`src/rtl/interrupt_pkg.sv`:
```
// Shared types and constants for the interrupt controller: FSM encoding,
// register offsets and the id-width helper.
package interrupt_pkg;

   localparam int DEFAULT_N_IRQ = 8;

   localparam logic [15:0] OFS_MASK = 16'd0;
   localparam logic [15:0] OFS_PEND = 16'd1;

   typedef enum logic [1:0] {
      IDLE    = 2'd0,
      REQ     = 2'd1,
      SERVICE = 2'd2
   } state_e;

   function automatic int id_width(input int n);
      return (n > 1) ? $clog2(n) : 1;
   endfunction

endpackage

```
`src/rtl/irq_priority_encoder.sv`:
```
// Combinational rotating priority encoder: returns the first set bit of vec_i
// found by searching upward from start_i with wrap-around.
module irq_priority_encoder
   import interrupt_pkg::*;
#(
   parameter int N_IRQ = DEFAULT_N_IRQ,
   parameter int ID_W  = id_width(N_IRQ)
) (
   input  logic [N_IRQ-1:0] vec_i,
   input  logic [ID_W-1:0]  start_i,
   output logic             valid_o,
   output logic [ID_W-1:0]  index_o
);

   localparam int PW = ID_W + 1;

   logic [N_IRQ-1:0] rot;
   logic [PW-1:0]    pos;

   always_comb begin
      // NOTE: every output of a combinational block gets a default first so no path leaves it unassigned (no latch).
      rot     = N_IRQ'({vec_i, vec_i} >> start_i);
      valid_o = |rot;
      pos     = '0;
      for (int k = N_IRQ - 1; k >= 0; k--) begin
         if (rot[k]) pos = PW'(k);
      end
      pos = pos + {1'b0, start_i};
      if (pos >= PW'(N_IRQ)) pos = pos - PW'(N_IRQ);
      index_o = pos[ID_W-1:0];
   end

endmodule

```
`src/rtl/interrupt_controller.sv`:
```
// Edge-capturing interrupt controller with memory-mapped mask/pending and a
// req/ack/done CPU handshake. Define IRQ_ROUND_ROBIN_EN for rotating priority.
module interrupt_controller
   import interrupt_pkg::*;
#(
   parameter int          N_IRQ     = DEFAULT_N_IRQ,
   parameter logic [15:0] BASE_ADDR = 16'hFF10,
   parameter int          ID_W      = id_width(N_IRQ)
) (
   input  logic             clk,
   input  logic             reset,
   input  logic [N_IRQ-1:0] irq_in,
   output logic             irq_req,
   output logic [ID_W-1:0]  irq_id,
   input  logic             irq_ack,
   input  logic             irq_done,
   input  logic [15:0]      bus_addr,
   input  logic             bus_we,
   input  logic [7:0]       bus_wdata,
   output logic [7:0]       bus_rdata,
   output logic             bus_sel
);

   state_e           state_q, state_d;
   logic [N_IRQ-1:0] irq_q;
   logic [N_IRQ-1:0] pend_q, pend_d;
   logic [N_IRQ-1:0] mask_q, mask_d;
   logic [N_IRQ-1:0] elig, rise, ack_clr, w1c_clr;
   logic [ID_W-1:0]  id_q, id_d;
   logic [ID_W-1:0]  start_idx, win_idx;
   logic             win_valid;
   logic             hit_mask, hit_pend;
   logic             ack_take;

   assign hit_mask = (bus_addr == BASE_ADDR + OFS_MASK);
   assign hit_pend = (bus_addr == BASE_ADDR + OFS_PEND);
   assign bus_sel  = hit_mask | hit_pend;

   always_comb begin
      bus_rdata = '0;
      if (hit_mask)      bus_rdata[N_IRQ-1:0] = mask_q;
      else if (hit_pend) bus_rdata[N_IRQ-1:0] = pend_q;
   end

   assign elig     = pend_q & mask_q;
   assign rise     = irq_in & ~irq_q;
   assign ack_take = (state_q == REQ) && irq_ack;

   always_comb begin
      ack_clr = '0;
      if (ack_take) ack_clr[id_q] = 1'b1;
   end

   // A fresh edge is OR-ed in last so it survives a same-cycle ack or W1C clear.
   assign w1c_clr = (bus_we && hit_pend) ? bus_wdata[N_IRQ-1:0] : '0;
   assign pend_d  = (pend_q & ~w1c_clr & ~ack_clr) | rise;
   assign mask_d  = (bus_we && hit_mask) ? bus_wdata[N_IRQ-1:0] : mask_q;

`ifdef IRQ_ROUND_ROBIN_EN
   logic [ID_W-1:0] ptr_q, ptr_d;

   assign ptr_d     = ack_take ? id_q : ptr_q;
   assign start_idx = (ptr_q == ID_W'(N_IRQ - 1)) ? '0 : ptr_q + ID_W'(1);

   always_ff @(posedge clk or negedge reset) begin
      if (!reset) ptr_q <= '0;
      else        ptr_q <= ptr_d;
   end
`else
   assign start_idx = '0;
`endif

   irq_priority_encoder #(
      .N_IRQ (N_IRQ),
      .ID_W  (ID_W)
   ) u_prio (
      .vec_i   (elig),
      .start_i (start_idx),
      .valid_o (win_valid),
      .index_o (win_idx)
   );

   // An ack in the same cycle as a withdraw condition is honoured: the CPU saw irq_req high.
   always_comb begin
      state_d = state_q;
      id_d    = id_q;
      unique case (state_q)
         IDLE: begin
            if (win_valid) begin
               state_d = REQ;
               id_d    = win_idx;
            end
         end
         REQ: begin
            if (irq_ack)            state_d = SERVICE;
            else if (!elig[id_q])   state_d = IDLE;
         end
         SERVICE: begin
            if (irq_done) state_d = IDLE;
         end
         default: state_d = IDLE;
      endcase
   end

   always_ff @(posedge clk or negedge reset) begin
      // NOTE: sequential state uses non-blocking assignments so all registers update together at the edge.
      if (!reset) begin
         state_q <= IDLE;
         id_q    <= '0;
         irq_q   <= '0;
         pend_q  <= '0;
         mask_q  <= '0;
      end else begin
         state_q <= state_d;
         id_q    <= id_d;
         irq_q   <= irq_in;
         pend_q  <= pend_d;
         mask_q  <= mask_d;
      end
   end

   assign irq_req = (state_q == REQ);
   assign irq_id  = id_q;

endmodule

```
`config.mk`:
```
export PLATFORM = sky130hd
export DESIGN_NAME = interrupt_controller
export DESIGN_NICKNAME = d
export VERILOG_FILES = /design/src/rtl/interrupt_pkg.sv /design/src/rtl/irq_priority_encoder.sv /design/src/rtl/interrupt_controller.sv
export SDC_FILE = /design/constraint.sdc
export NUM_CORES = 1
export LEC_CHECK = 0
export CORE_ASPECT_RATIO = 0.75
export CORE_MARGIN = 2
export CORE_UTILIZATION = 49
export DETAILED_ROUTE_END_ITERATION = 10
export GPL_ROUTABILITY_DRIVEN = 0
export GPL_TIMING_DRIVEN = 1
export HOLD_SLACK_MARGIN = 0.05
export PLACE_DENSITY_LB_ADDON = 0.3
export SLEW_MARGIN = 20
export SYNTH_ARGS = -nofsm -noshare
export SYNTH_HDL_FRONTEND = slang
export SYNTH_SLANG_ARGS = --single-unit
export TNS_END_PERCENT = 50
```
`constraint.sdc`:
```
create_clock -name clk -period 3.22 [get_ports clk]
set_input_delay 0.644 -clock clk [delete_from_list [all_inputs] [get_ports clk]]
set_output_delay 0.644 -clock clk [all_outputs]
set_load 0.005 [all_outputs]
```
==> impl_metrics.json <==
{
  "netlist_area_mm2": 0.00156,
  "worstHoldEndpoint": "pend_q[0]$_DFF_PN0_",
  "path_class": "in -> out",
  "fin_crit_ns": 3.23,
  "startpoint_type": "input pin",
  "num-fill-cells": 192,
  "required_ns": 2.58,
  "finClkSkew_ns": 0.00189,
  "rr_endpoint": "irq_id[0]$_DFFE_PN0P_",
  "num_vias": 1468,
  "die_h_um": 52.9,
  "finalMaxSlewViolations": 0,
  "hold_violations": 0,
  "cts.sinks": 29,
  "clkTransAtPathRegs_ns": 0.06,
  "layout-drive-gt1-share_pct": 15.7,
  "leakage_nw": 1.13,
  "violations": "setup timing",
  "hpwl_um": 3060,
  "placed_cell_area_mm2": 0.00213,
  "max_freq_mhz": 310,
  "cap_violations": 0,
  "fin_crit_sh_pct": 100,
  "wl_um": 4150,
  "tritoncts": "yes",
  "track_usage_pct": 24.9,
  "grt_overflow_total": 0,
  "grt_pass1_wl_um": 6910,
  "setup_tns_ns": -0.0136,
  "synthFlopType": "dfrtp_1",
  "antenna_found_initial": 0,
  "die_area_mm2": 0.00366,
  "synth_edf_count": 0,
  "synthToLayoutAreaGrowth_pct": 45.0,
  "path_delay_family": "buffers and inverters",
  "nets": 246,
  "core_area_mm2": 0.00300,
  "dp.cells": 237,
  "path_cells": "clkdlybuf4s50_1 > or4b_4 > nor3_4 > nand2_2 > nor2_1 > clkdlybuf4s50_1",
  "async_flop_share_pct": 100,
  "synthTopCellsByCount": "dfrtp_1 (29), nor2_1 (11), inv_1 (10)",
  "syn_avg_cell_area_um2": 10.6,
  "fin_util_pct": 75.5,
  "path_max_fanout": 5,
  "yosys_warnings": 0,
  "crit_buf_inv": 2,
  "ir_worst_vdd_v": 0.000326,
  "synth-seq-area-share_pct": 46.5,
  "min_path_type": "reg -> reg",
  "cts-root-buf": "clkbuf_8",
  "top_level_ports": 50,
  "num_rows": 17,
  "critPathMaxStageDelay_ns": 0.51,
  "grt_pass1_vias": 1427,
  "synth_nets": 185,
  "yosysTopAreaCell": "dfrtp_1",
  "drc": 0,
  "postSynthCellCount": 148,
  "clock_latency_ns": 0.28,
  "numCtsBuffers": 5,
  "rsz0062_at_grt": "true",
  "io_buffers": 49,
  "outcome": "finished, violations left",
  "power_density_mw_per_mm2": 328,
  "wl_per_cell_um": 16.7,
  "r2r_start": "mask_q[3]$_DFFE_PN0P_",
  "postRouteAntennaNets": 0,
  "start_util_pct": 52.1,
  "grt_max_degree": 30,
  "arrival_ns": 2.59,
  "hold_depth": 1,
  "finalSetupViolCount": 2,
  "holdCritStartpoint": "irq_q[0]$_DFF_PN0_",
  "finish.instance_area_mm2": 0.00226,
  "yosysMostFrequentCell": "dfrtp_1",
  "first_pass_iters": 4,
  "p_total_mw": 0.743,
  "cpMaxStageDelayCell": "clkdlybuf4s50_1",
  "layout_setup_ws_ns": -0.00979,
  "drt_iter0_drc": 86,
  "cpMostUsedCell": "clkdlybuf4s50_1",
  "diodes": 0,
  "synth_cell_types": 35,
  "synth_top_area_share_pct": 46.5,
  "via_per_inst": 5.92,
  "yosys-top-cells-area": "dfrtp_1 (46%), mux2_4 (7.7%), mux2i_1 (5.1%)",
  "r2r_cells": 4,
  "ys_seq_elements": 29,
  "die_w_um": 69.2,
  "htreeDepth": 2,
  "final_cells": 248,
  "rrSetupSlack_ns": 1.55,
  "relSlewSlack_pct": 65.6,
  "cp-end-kind": "output pin",
  "tightest_slew_ns": 0.511,
  "cts_buffer_depth": 2
}
[metal layers]
metal	track usage, %	share of wire, %	vias to the layer above
met3	6.10	5.8	14
met2	41.2	47	60
met1	31.7	45	711
met4	10.8	2.1	0
met5	0	0	-
li1	-	-	683
[registers in the layout, summed over array words and instances, names as in the netlist]
| signal | cells |
|---|---|
| irq_id | 3 |
| state_q | 2 |
| pend_q | 8 |
| mask_q | 8 |
| irq_q | 8 |
[cells in the final DEF, fill, tap and decap left out, types with 3 or more instances in the layout]
| cell | n |
|---|---|
| a21oi_1 | 5 |
| a22oi_1 | 6 |
| and3_1 | 8 |
| buf_4 | 7 |
| clkbuf_1 | 3 |
| clkbuf_8 | 5 |
| clkdlybuf4s50_1 | 41 |
| dfrtp_1 | 29 |
| dlymetal6s2s_1 | 6 |
| inv_1 | 10 |
| mux2_4 | 8 |
| mux2i_1 | 8 |
| nand2_1 | 7 |
| nand3_1 | 5 |
| nand4_1 | 3 |
| nor2_1 | 8 |
| nor2_2 | 3 |
| nor2b_1 | 3 |
| o21ai_0 | 9 |
| o22ai_1 | 8 |
[kinds of logic after synthesis]
logic type	count (synthesis)	synth area share, %
and+or+nand+nor	52	21.3
AOI/OAI and AO/OA	37	15.5
DFF	29	46.5
muxes	17	13.5
buffers and inverters	13	3.13
[worst max-delay path by stage]
stage	cells past startpoint	startpoint	end	slack, ns
final	6	bus_addr[14]	bus_rdata[1]	-0.01
after global routing	6	bus_addr[14]	bus_rdata[2]	-0.08
after CTS	6	bus_addr[1]	bus_rdata[6]	-0.03
after detailed placement	6	bus_addr[1]	bus_rdata[5]	-0.17
after global placement	6	bus_addr[1]	bus_rdata[3]	-0.12
after floorplan	4	bus_addr[1]	bus_rdata[0]	0.89
[final cells by class]
type                    instances  area [um2]  share of cell area (%)
flip-flops and latches         29         726                    32.0
inverters                      10        37.5                    1.66
multi-input cells             107         818                    36.1
well taps                      38        47.5                    2.10
clock buffers                   8        80.1                    3.54
repair buffers                 56         556                    24.5
[repair_timing]
item / 4_1_cts / 5_1_grt
gates cloned: 1 / 0
pin swaps: 6 / 3
gates resized for setup: 6 / 10
setup buffers: 1 / 1
setup endpoints to repair: 9 / 7
hold buffers: 0 / 0
[power breakdown]
part | internal (mW) | switching [mW]
combinational | 0.0531 | 0.0329
clock | 0.153 | 0.129
sequential | 0.371 | 0.00416
[per-stage QoR]
stage | worst slack, ns | hold slack [ns]
3_3_place_gp | -0.119 | 0.413
3_5_place_dp | -0.172 | 0.427
4_1_cts | -0.0275 | 0.435
2_1_floorplan | 0.888 | 0.348
5_1_grt | -0.0758 | 0.438
6_report | -0.00979 | 0.429
No activity file was read; power rests on OpenSTA's default activity.
